===== src/rtl/cpu_sequencer.sv =====
// -----------------------------------------------------------------------------
// cpu_sequencer
//   Multi-cycle control sequencer for the 4-bit accumulator computer.
//   Each instruction takes three cycles:
//     FETCH  - latch the program word into IR (only while run=1)
//     DECODE - decode IR and register the control word / jump decision
//     EXEC   - registered control word is presented to the datapath
//   Opcode F parks the FSM in HALT until reset.
//
// Ports
//   clk        system clock, rising edge
//   rst_n      synchronous reset, active-low
//   run        1 = sequence instructions, 0 = park in FETCH
//   prog_word  program word at current PC: [7:4] opcode, [3:0] operand
//   ab_flag    ALU A=B flag (zero condition), sampled in DECODE
//   cp         ALU carry-out, active-low, sampled in DECODE
//   ctrl       control word {Sel, Cn, S3..S0, M, Acc, RW, PCinc}
//   pc_load    load PC with pc_target (EXEC only)
//   pc_target  jump destination = IR operand
//   halted     HALT has been executed
//   state      current FSM state (debug)
// -----------------------------------------------------------------------------
module cpu_sequencer #(
  parameter logic [3:0] RESET_OPCODE = 4'h0
) (
  input  logic       clk,
  input  logic       rst_n,
  input  logic       run,
  input  logic [7:0] prog_word,
  input  logic       ab_flag,
  input  logic       cp,
  output logic [9:0] ctrl,
  output logic       pc_load,
  output logic [3:0] pc_target,
  output logic       halted,
  output logic [1:0] state
);

  typedef enum logic [1:0] {
    ST_FETCH  = 2'b00,
    ST_DECODE = 2'b01,
    ST_EXEC   = 2'b10,
    ST_HALT   = 2'b11
  } state_t;

  state_t     state_q, state_d;
  logic [7:0] ir_q, ir_d;
  logic [9:0] ctrl_q, ctrl_d;
  logic       pc_load_q, pc_load_d;
  logic       halted_q, halted_d;

  // Decoder outputs (combinational from IR and the datapath flags)
  logic [3:0] opcode;
  logic       dec_sel, dec_cn, dec_m, dec_acc, dec_rw, dec_pcinc, dec_jump;
  logic [3:0] dec_s;
  logic [9:0] dec_ctrl;

  assign opcode = ir_q[7:4];

  always_comb begin
    dec_sel  = 1'b0;
    dec_cn   = 1'b0;
    dec_m    = 1'b0;
    dec_acc  = 1'b0;
    dec_rw   = 1'b0;
    dec_s    = 4'b0000;
    dec_jump = 1'b0;
    unique case (opcode)
      4'h0: ;                                                       // NOP
      4'h1: begin dec_acc = 1'b1; dec_sel = 1'b1; dec_m = 1'b1; dec_s = 4'b1010; end // LDA
      4'h2: begin dec_acc = 1'b1;                 dec_m = 1'b1; dec_s = 4'b1010; end // LDI
      4'h3: dec_rw = 1'b1;                                          // STA
      4'h4: begin dec_acc = 1'b1; dec_sel = 1'b1; dec_s = 4'b1001; dec_cn = 1'b1; end // ADD
      4'h5: begin dec_acc = 1'b1; dec_sel = 1'b1; dec_s = 4'b0110; end              // SUB
      4'h6: begin dec_acc = 1'b1; dec_sel = 1'b1; dec_m = 1'b1; dec_s = 4'b1011; end // AND
      4'h7: begin dec_acc = 1'b1; dec_sel = 1'b1; dec_m = 1'b1; dec_s = 4'b1110; end // OR
      4'h8: begin dec_acc = 1'b1; dec_sel = 1'b1; dec_m = 1'b1; dec_s = 4'b0110; end // XOR
      4'h9: begin dec_acc = 1'b1;                 dec_m = 1'b1; dec_s = 4'b0000; end // NOT
      4'hA: begin dec_acc = 1'b1;                 dec_s = 4'b1001; dec_cn = 1'b1; end // ADDI
      4'hB: begin dec_sel = 1'b1;                 dec_s = 4'b0110; end              // CMP
      4'hC: dec_jump = 1'b1;                                        // JMP
      4'hD: dec_jump = ab_flag;                                     // JZ
      4'hE: dec_jump = ~cp;                                         // JC (carry active-low)
      4'hF: ;                                                       // HLT
      default: ;
    endcase
    // A taken jump replaces the increment; HLT must not move the PC either.
    dec_pcinc = ~dec_jump & (opcode != 4'hF);
    dec_ctrl  = {dec_sel, dec_cn, dec_s, dec_m, dec_acc, dec_rw, dec_pcinc};
  end

  // Next-state and registered-output logic. ctrl/pc_load default to 0 so they
  // are only nonzero for the single EXEC cycle loaded at the end of DECODE.
  always_comb begin
    state_d   = state_q;
    ir_d      = ir_q;
    ctrl_d    = 10'd0;
    pc_load_d = 1'b0;
    halted_d  = halted_q;
    unique case (state_q)
      ST_FETCH: begin
        if (run) begin
          ir_d    = prog_word;
          state_d = ST_DECODE;
        end
      end
      ST_DECODE: begin
        ctrl_d    = dec_ctrl;
        pc_load_d = dec_jump;
        state_d   = ST_EXEC;
      end
      ST_EXEC: begin
        if (opcode == 4'hF) begin
          state_d  = ST_HALT;
          halted_d = 1'b1;
        end else begin
          state_d  = ST_FETCH;
        end
      end
      ST_HALT: begin
        halted_d = 1'b1;
      end
      default: state_d = ST_FETCH;
    endcase
  end

  always_ff @(posedge clk) begin
    if (!rst_n) begin
      state_q   <= ST_FETCH;
      ir_q      <= {RESET_OPCODE, 4'h0};
      ctrl_q    <= 10'd0;
      pc_load_q <= 1'b0;
      halted_q  <= 1'b0;
    end else begin
      state_q   <= state_d;
      ir_q      <= ir_d;
      ctrl_q    <= ctrl_d;
      pc_load_q <= pc_load_d;
      halted_q  <= halted_d;
    end
  end

  assign ctrl      = ctrl_q;
  assign pc_load   = pc_load_q;
  assign pc_target = ir_q[3:0];
  assign halted    = halted_q;
  assign state     = state_q;

endmodule


===== config.mk =====
export PLATFORM = sky130hd
export DESIGN_NAME = cpu_sequencer
export DESIGN_NICKNAME = d
export VERILOG_FILES = /design/src/rtl/cpu_sequencer.sv
export SDC_FILE = /design/constraint.sdc
export NUM_CORES = 1
export LEC_CHECK = 0
export BUFFER_PORTS_ARGS = -buffer_cell sky130_fd_sc_hd__buf_4
export CELL_PAD_IN_SITES_DETAIL_PLACEMENT = 1
export CELL_PAD_IN_SITES_GLOBAL_PLACEMENT = 2
export CORE_ASPECT_RATIO = 1.75
export CORE_MARGIN = 4
export CORE_UTILIZATION = 28
export CTS_CLUSTER_SIZE = 12
export DETAILED_ROUTE_END_ITERATION = 12
export GPL_TIMING_DRIVEN = 0
export PLACE_DENSITY = 0.84
export REMOVE_ABC_BUFFERS = 1
export SLEW_MARGIN = 20
export SYNTH_ARGS = -nofsm -noshare
export SYNTH_HDL_FRONTEND = slang
export SYNTH_SLANG_ARGS = --single-unit

===== constraint.sdc =====
create_clock -name clk -period 2.3 [get_ports clk]
set_clock_uncertainty 0.15 [all_clocks]
set_input_delay 0.46 -clock clk [delete_from_list [all_inputs] [get_ports clk]]
set_output_delay 0.46 -clock clk [all_outputs]
set_load 0.02 [all_outputs]

==> metrics.md, run 1 <==
| Metric | Value |
|---|---|
| Outcome | complete, no violations |
| Max-cap violations | 0 |
| CP max FO | 10 |
| Inserted Diodes | 0 |
| Ranking of synthesized cells by area | dfxtp_1, a21oi_1, ha_1 |
| Top Ports | 31 |
| Maximum vdd drop | around 0.37 mV |
| Initial detailed-routing violation count | 17 |
| Starting Density | 0.297 |
| Worst-Margin Slew | roughly 0.56 ns |
| First-pass GRT wire length | about 4300 um |
| TritonRoute pass-1 iters | 4 |
| Fin crit period | roughly 1.8 ns |
| Synth warn | 0 |
| Antenna-violating nets left | 0 |
| Final #Nets | 165 |
| Max H-tree Level | 1 |
| Kind of path behind the tightest hold check | primary input to flip-flop |
| CTS tree | yes |
| Max Slew Vio Count | 0 |
| DP Worst Slack | 0.477 ns |
| # setup viols final | 0 |
| Resize count post-CTS | 0 |
| CTS Buffer Depth | 2 |
| Post-synthesis sequential area ratio | 0.428 |
| Initial antenna violation count | 0 |
| Hold buffer count at cts | 0 |
| Die area | 4750 sq um |
| GRT overflow | 0 |
| Syn Inst Count | 123 |
| Vias in the first global route | 953 |
| Worst skew pair latency | 0.26 ns |
| Critical path type | flip-flop to flip-flop |
| Synthesized cell area | 1030 sq um |
| Core Box Area | ~3500 sq um |
| DRC viols | 0 |
| Leakage | ~0.54 nW |
| Worst EP arrival | 1.86 ns |
| Detailed-route wire length per cell | 13.5 um |
| Die width | approximately 54 um |
| Startpoint types | flip-flop |
| Post-Place Cells | 187 |
| Root buffer cell | clkbuf_8 |
| Pwr Density | 764 nW/um^2 |
| WL final | 2570 um |
| Synthesized area per cell | 8.37 sq um |
| Die Y | around 90 um |
| Finished Layout Cells | 191 |
| Yosys cell types | 30 |
| Critical path capture point type | flip-flop |
| Layout area overhead | 27.7% |
| Clk sinks | 22 |
| Vias/cell | 4.87 |
| Required time worst endpoint | ~2.3 ns |
| Post-route worst setup slack | 0.480 ns |
| Relative slew margins | 0.626 |
| #FFs+latches synth | 22 |
| Num rows | 28 |
| RSZ-0062 raised after global routing | no |
| Clk slew on worst S/H paths | 0.09 ns |
| Gr usage total | 0.121 |
| Post-DP HPWL | approximately 1900 um |
| Hold Violations, Final | 0 |
| Layout cells sized above 1 | 0.253 |
| Final worst-path cycle share | 0.791 |
| Tot Pwr | 1.00 mW |
| CTS buffer count | 3 |
| Area share of the largest cell type after synthesis | 0.428 |
| Total Neg Setup Slack | 0 ns |
| Setup Buffers After CTS | 0 |
| Maximum operating frequency | 0.549 GHz |
| Synth area leader | dfxtp_1 |
| I/O Buffers | 30 |
| GPL Wtd Cong | 0.771 |
| Via count | 930 |
| Pin count of the biggest net entering global routing | 19 |
critical path, stage by stage, from the launching register on:
cell      delay, ns
dfxtp_1        0.42
inv_1          0.11
ha_1           0.34
nor2b_1        0.23
or3_1          0.35
o211ai_1       0.15
worst paths after layout:
check             endpoint  slack (ns)    startpoint  cells after the start
setup / recovery  state[1]        0.48      state[0]                      5
hold / removal     ir_q[0]        0.30  prog_word[0]                      3
hold reg to reg    ir_q[0]        0.31       ir_q[0]                      2
setup reg to reg  state[1]        0.48      state[0]                      5
per-stage QoR:
stage	hold WS, ns	area [sq um]	util
floorplan	0.385	962	-
global placement	0.296	1240	0.359
detailed placement	0.304	1240	0.359
CTS	0.300	1320	0.379
global route	0.302	1320	0.379
finish	0.303	1320	0.379
routing by layer:
layer / up-vias / global-route usage / wire length (um)
met1: 438 / 0.123 / 976
met2: 21 / 0.233 / 1430
li1: 469 / - / -
met3: 2 / 0.0152 / 134
met4: 0 / 0.0488 / 29
met5: - / 0 / 0
synthesized netlist by cell type, drive strengths merged:
master  instances
or4             1
nor4            1
and3b           1
nor3            3
o211ai          3
dfxtp          22
buf            11
or3b            1
o21ai           4
nor3b           1
a311oi          2
inv             7
nand3          10
nor4b           1
xor2            1
a21oi          17
a211oi          1
nor2            6
nand2          14
a31oi           2
or3             4
ha              5
a211o           1
o21a            1
nor2b           3
flip-flops by register name, summed over array words and instances (netlist names):
signal / count
ctrl: 10
ir_q: 8
state: 2
halted: 1
pc_load: 1
cell families after synthesis:
logic type	Yosys count	share of synthesized area
AND/OR/NAND/NOR	46	0.230
XOR/XNOR	1	0.00851
adder cells (fa/ha/maj)	5	0.0608
buffers and inverters	18	0.0911
AO/OA/AOI/OAI	31	0.182
flip-flops	22	0.428
report_power, final:
part	internal (mW)	switching (mW)
sequential	0.407	0.0339
clock	0.232	0.132
combinational	0.0862	0.114
layout make-up:
cell class              instances  area (sq um)
fillers                       424          2150
multi-input cells              83           495
flip-flops and latches         22           440
repair buffers                 30           225
well taps                      45          56.3
clock buffers                   3          41.3
clock inverters                 1          30.0
inverters                       7          26.3
cells in the final DEF, fill, tap and decap left out, drive strengths merged, types with 3 or more instances in the layout:
master / Yosys / routed
dfxtp: 22 / 22
ha: 5 / 5
a21oi: 17 / 17
or3: 4 / 4
nand3: 10 / 10
nor2: 6 / 6
nor2b: 3 / 3
clkbuf: 0 / 3
o21ai: 4 / 4
buf: 11 / 30
nand2: 14 / 14
nor3: 3 / 3
o211ai: 3 / 3
inv: 7 / 7
No activity file was read; power rests on OpenSTA's default activity.
==> run 2, diff against run 1 <==
- ABC_AREA: unset -> 1
- CORE_UTILIZATION: 28 -> 26
- PLACE_DENSITY: 0.84 -> 0.83
- clock period: 2.3 -> 1.8 ns (I/O delays scaled with it)
==> metrics.md, run 2 <==
| Metric | Value |
|---|---|
| Post-route cell area | 1250 sq um |
| Required time worst endpoint | 1.79 ns |
| TritonRoute pass-1 iters | 1 |
| Hold buffer count at cts | 0 |
| Final worst-path cycle share | 0.843 |
| Core Box Area | 3430 sq um |
| Top Ports | 31 |
| Layout cells sized above 1 | 0.315 |
| Crit path max-delay family | flip-flops |
| Pwr Density | between 900 and 1000 nW/um^2 |
| Vias/cell | 4.32 |
| Die width | 53.7 um |
| Initial antenna violation count | 0 |
| CTS Buffer Depth | 2 |
| Vias in the first global route | 847 |
| Synth top cells by count | dfxtp_1, nand2_1, nor2_1 |
| Clk slew on worst S/H paths | 0.08 ns |
| Max H-tree Level | 1 |
| WL final | 2170 um |
| First-pass GRT wire length | 3530 um |
| CP max FO | 9 |
| Via count | 839 |
| Post-DP HPWL | 1790 um |
| Slowest CP cell | dfxtp_1 |
| Clk sinks | 22 |
| Top FF cell, synth | dfxtp_1 |
| Max-cap violations | 0 |
| Post-synthesis sequential area ratio | 0.464 |
| Finished Layout Cells | 194 |
| Detailed-route wire length per cell | 11.2 um |
| Count leader, synth | dfxtp_1 |
| Max incr delay on CP | 0.42 ns |
| RSZ-0062 raised after global routing | no |
| Most frequent cells in the layout | buf_4, dfxtp_1, nand2_1 |
| Inserted Diodes | 0 |
| Yosys cell types | 21 |
| I/O Buffers | 30 |
| Final #Nets | approximately 170 |
| Synth area leader | dfxtp_1 |
| Startpoint types | flip-flop |
| #FFs+latches synth | 22 |
| Initial detailed-routing violation count | 0 |
| Worst-Margin Slew | between 0.3 and 0.4 ns |
| Synthesized cell area | about 950 sq um |
| Relative slew margins | 0.793 |
| Number of flip-flops in the largest register | 10 |
| Worst EP arrival | 1.51 ns |
| Die area | 4720 sq um |
| Hold Violations, Final | 0 |
| Area share of the largest cell type after synthesis | 0.464 |
| FILL cells | 454 |
| Post-synth EDFFs | 0 |
| Synth warn | 0 |
| Pin count of the biggest net entering global routing | 13 |
| Layout area overhead | 31.8% |
| Gr usage total | 0.102 |
| Root buffer cell | clkbuf_8 |
| CTS tree | yes |
| Ranking of synthesized cells by area | dfxtp_1, nand2_1, nor2_1 |
| DRC viols | 0 |
| Worst skew pair latency | around 0.26 ns |
| Maximum vdd drop | 0.338 mV |
| Synthesized area per cell | 7.84 sq um |
| Antenna-violating nets left | 0 |
| Total Neg Setup Slack | 0 ns |
| CTS buffer count | 3 |
| Leakage | 0.599 nW |
| GRT overflow | 0 |
| Critical path capture point type | flip-flop |
| # setup viols final | 0 |
| Syn Inst Count | roughly 120 |
| Placed cell areas | 1190 sq um |
| GPL Wtd Cong | 0.835 |
| Number of buffer and inverter stages on the critical path | 2 |
| Max Slew Vio Count | 0 |
| Kind of path behind the tightest hold check | primary input to flip-flop |
| Most common cell after layout, fill and taps aside | buf_4 |
| Post-Place Cells | 190 |
| Fin crit period | 1.52 ns |
| Critical path type | flip-flop to flip-flop |
| Asr flop ratio synth | 0 |
| Outcome | complete, no violations |
| Num rows | 28 |
| Multi-input gate area | 417 sq um |
| Starting Density | 0.276 |
| Maximum operating frequency | 0.659 GHz |
| Reg area | 440 sq um |
| Die Y | just under 90 um |
| Worst-path cell chain | inv_1 > ha_1 > nand2_1 > inv_1 > nand2_1 > o21ai_1 |
run 2: final timing paths:
path	to	slack [ns]	depth (start not counted)	start
hold / removal	ir_q[1]	0.20	3	prog_word[1]
hold reg to reg	ir_q[0]	0.34	2	ir_q[0]
setup reg to reg	ctrl[7]	0.28	6	state[1]
setup / recovery	ctrl[7]	0.28	6	state[1]
run 2: worst min-delay path, delay by kind of cell:
kind / cells / cell delay, ns
buffers and inverters: 1 / 0.07
AND/OR/NAND/NOR: 1 / 0.08
AO/OA/AOI/OAI: 1 / 0.07
run 2: stage by stage:
stage | util | setup slack [ns] | hold slack [ns] | power (mW)
after floorplan | - | 0.280 | 0.333 | 0.759
after global placement | 0.347 | 0.209 | 0.317 | 0.866
after detailed placement | 0.347 | 0.172 | 0.333 | 0.876
after CTS | 0.363 | 0.157 | 0.197 | 1.23
after global routing | 0.364 | 0.105 | 0.205 | 1.29
final | 0.364 | 0.282 | 0.202 | 1.21
run 2: area by class of cell:
cell class / instances / share of cell area
Tap cell: 45 / 0.0450
Multi-Input combinational cell: 78 / 0.333
Timing Repair Buffer: 30 / 0.180
Inverter: 15 / 0.0450
Sequential cell: 22 / 0.352
Clock buffer: 4 / 0.0440
run 2: metal layers:
layer  wire [um]  vias to the layer above  global-route usage
met5           0                        -                   0
met4          93                        0              0.0767
met3         129                        8              0.0170
met2        1160                       23               0.185
met1         780                      375              0.0956
li1            -                      433                   -
run 2: power breakdown:
group          total (mW)  switching (mW)  internal, mW
registers           0.562          0.0315         0.530
clock network       0.350           0.155         0.195
logic               0.298           0.184         0.115
run 2: timing repair:
item	CTS	global route
resized for setup	0	1
endpoints found under the setup margin	0	2
setup buffers	0	0
endpoints found under the hold margin	0	0
run 2: kinds of logic (layout without fill, tap and decap cells):
family          count (synthesis)  after routing  synth area share
simple gates                   45             45             0.203
buf+inv                        21             49            0.0989
fa+ha+maj                       5              5            0.0660
compound gates                 28             28             0.168
flops                          22             22             0.464
==> run 3, diff against run 2 <==
- ABC_AREA: 1 -> 0
- CORE_UTILIZATION: 26 -> 28
- PLACE_DENSITY: 0.83 -> 0.84
- clock period: 1.8 -> 1.45 ns (I/O delays scaled with it)
==> metrics.md, run 3 (synthesis results as in run 1) <==
| Metric | Value |
|---|---|
| Critical path type | flip-flop to flip-flop |
| Maximum operating frequency | between 0.7 and 0.8 GHz |
| Pwr Density | 1150 nW/um^2 |
| Die Y | 88.2 um |
| Post-DP HPWL | 1950 um |
| Most common cell after layout, fill and taps aside | buf_4 |
| Final #Nets | 176 |
| Maximum vdd drop | 0.594 mV |
| Hold wc startpoint | prog_word[4] |
| Worst r2r src | state[1] |
| Max-cap violations | 0 |
| I/O Buffers | 30 |
| Kind of path behind the tightest hold check | primary input to flip-flop |
| Post-route worst setup slack | 0.0350 ns |
| Die area | around 4800 sq um |
| Required time worst endpoint | between 1 and 1.5 ns |
| Antenna-violating nets left | 0 |
| Pin count of the biggest net entering global routing | 19 |
| Core Box Area | 3470 sq um |
| First-pass GRT wire length | around 4300 um |
| Clk slew on worst S/H paths | ~0.080 ns |
| Critical path capture point type | flip-flop |
| CP max FO | 5 |
| Max Slew Vio Count | 0 |
| DRC viols | 0 |
| Die width | approximately 54 um |
| Num rows | 28 |
| DP Worst Slack | -0.373 ns |
| # setup viols final | 0 |
| RSZ-0062 raised after global routing | yes |
| Fin crit period | ~1.4 ns |
| FILL cells | 420 |
| CTS Buffer Depth | 2 |
| Root buffer cell | clkbuf_8 |
| Leakage | 0.607 nW |
| Detailed-route wire length per cell | between 10 and 15 um |
| GRT overflow | 0 |
| TritonRoute pass-1 iters | 2 |
| Relative slew margins | 0.770 |
| GPL Wtd Cong | 0.771 |
| Most frequent cells in the layout | buf_4, a21oi_1, dfxtp_1 |
| Startpoint types | flip-flop |
| Top Ports | 31 |
| Inserted Diodes | 0 |
| Number of flip-flops in the largest register | 10 |
| Fin util | 0.422 |
| Layout cells sized above 1 | 0.401 |
| Total Neg Setup Slack | 0 ns |
| Hold Violations, Final | 0 |
| CTS buffer count | 3 |
| Worst-Margin Slew | 0.344 ns |
| Via count | 980 |
| Clk sinks | 22 |
| Vias in the first global route | between 900 and 1000 |
| R2r setup slk | roughly 0.035 ns |
| Worst skew pair latency | approximately 0.26 ns |
| Initial detailed-routing violation count | 16 |
| Gr usage total | 0.123 |
| Max H-tree Level | 1 |
| Hold buffer count at cts | 0 |
| Vias/cell | between 4 and 5 |
| Placed cell areas | 1240 sq um |
| Layout area overhead | 42.3% |
| Initial antenna violation count | 0 |
| Final worst-path cycle share | 0.976 |
| Post-route cell area | 1470 sq um |
| Starting Density | 0.297 |
| Critical path origin | state[1] |
| CTS tree | yes |
| WL final | 2860 um |
| Outcome | complete, no violations |
| Worst EP arrival | 1.45 ns |
==> run 3: changes by cell type in the layout (fill, tap and decap cells not counted), moves of 7 or more <==
cell and change:
inv_1 -8, o21ai_0 -7, nand2_1 -7, nor2_1 -11, nand3_1 +8, buf_4 +11
==> run 3: layout make-up <==
cell class,instances,area [sq um],area share
sequential,22,463,0.316
multi-input combinational,83,538,0.367
inverter,7,28.8,0.0196
clock buffer,3,41.3,0.0282
clock inverter,1,30.0,0.0205
tap,45,56.3,0.0384
timing repair buffer,41,308,0.210
==> run 3: final timing paths <==
path,endpoint,cells past startpoint
setup / recovery,state[1],5
hold / removal,ir_q[4],3
setup reg to reg,state[1],5
hold reg to reg,ir_q[3],2
==> run 3: repair_timing <==
item,4_1_cts,5_1_grt
buffers inserted,4,7
pin swaps,3,0
resized for setup,22,3
endpoints found under the setup margin,15,8
endpoints found under the hold margin,0,0
==> run 3: stage by stage <==
| stage | hold WS (ns) | std cells | power (mW) |
|---|---|---|---|
| after floorplan | 0.288 | 112 | 0.900 |
| after global placement | 0.296 | 187 | 1.02 |
| after detailed placement | 0.304 | 187 | 1.03 |
| after CTS | 0.122 | 195 | 1.67 |
| after global routing | 0.132 | 202 | 1.77 |
| final | 0.128 | 202 | 1.68 |
==> run 3: power breakdown <==
| group | internal, mW | total (mW) | switching (mW) |
|---|---|---|---|
| logic | 0.197 | 0.415 | 0.218 |
| clock network | 0.368 | 0.575 | 0.206 |
| registers | 0.647 | 0.695 | 0.0483 |
| total | 1.21 | 1.68 | 0.472 |
==> run 3: layer usage <==
metal	vias up	track usage	part of all wire
li1	493	-	-
met1	464	0.126	0.38
met5	-	0	0
met2	21	0.237	0.56
met4	0	0.0488	0.010
met3	2	0.0152	0.048
==> run 3: worst max-delay path, stage by stage, from the launching register on <==
cell,delay (ns)
dfxtp_4,0.37
inv_2,0.05
ha_4,0.16
nor2b_4,0.13
or3_1,0.34
o211ai_1,0.14
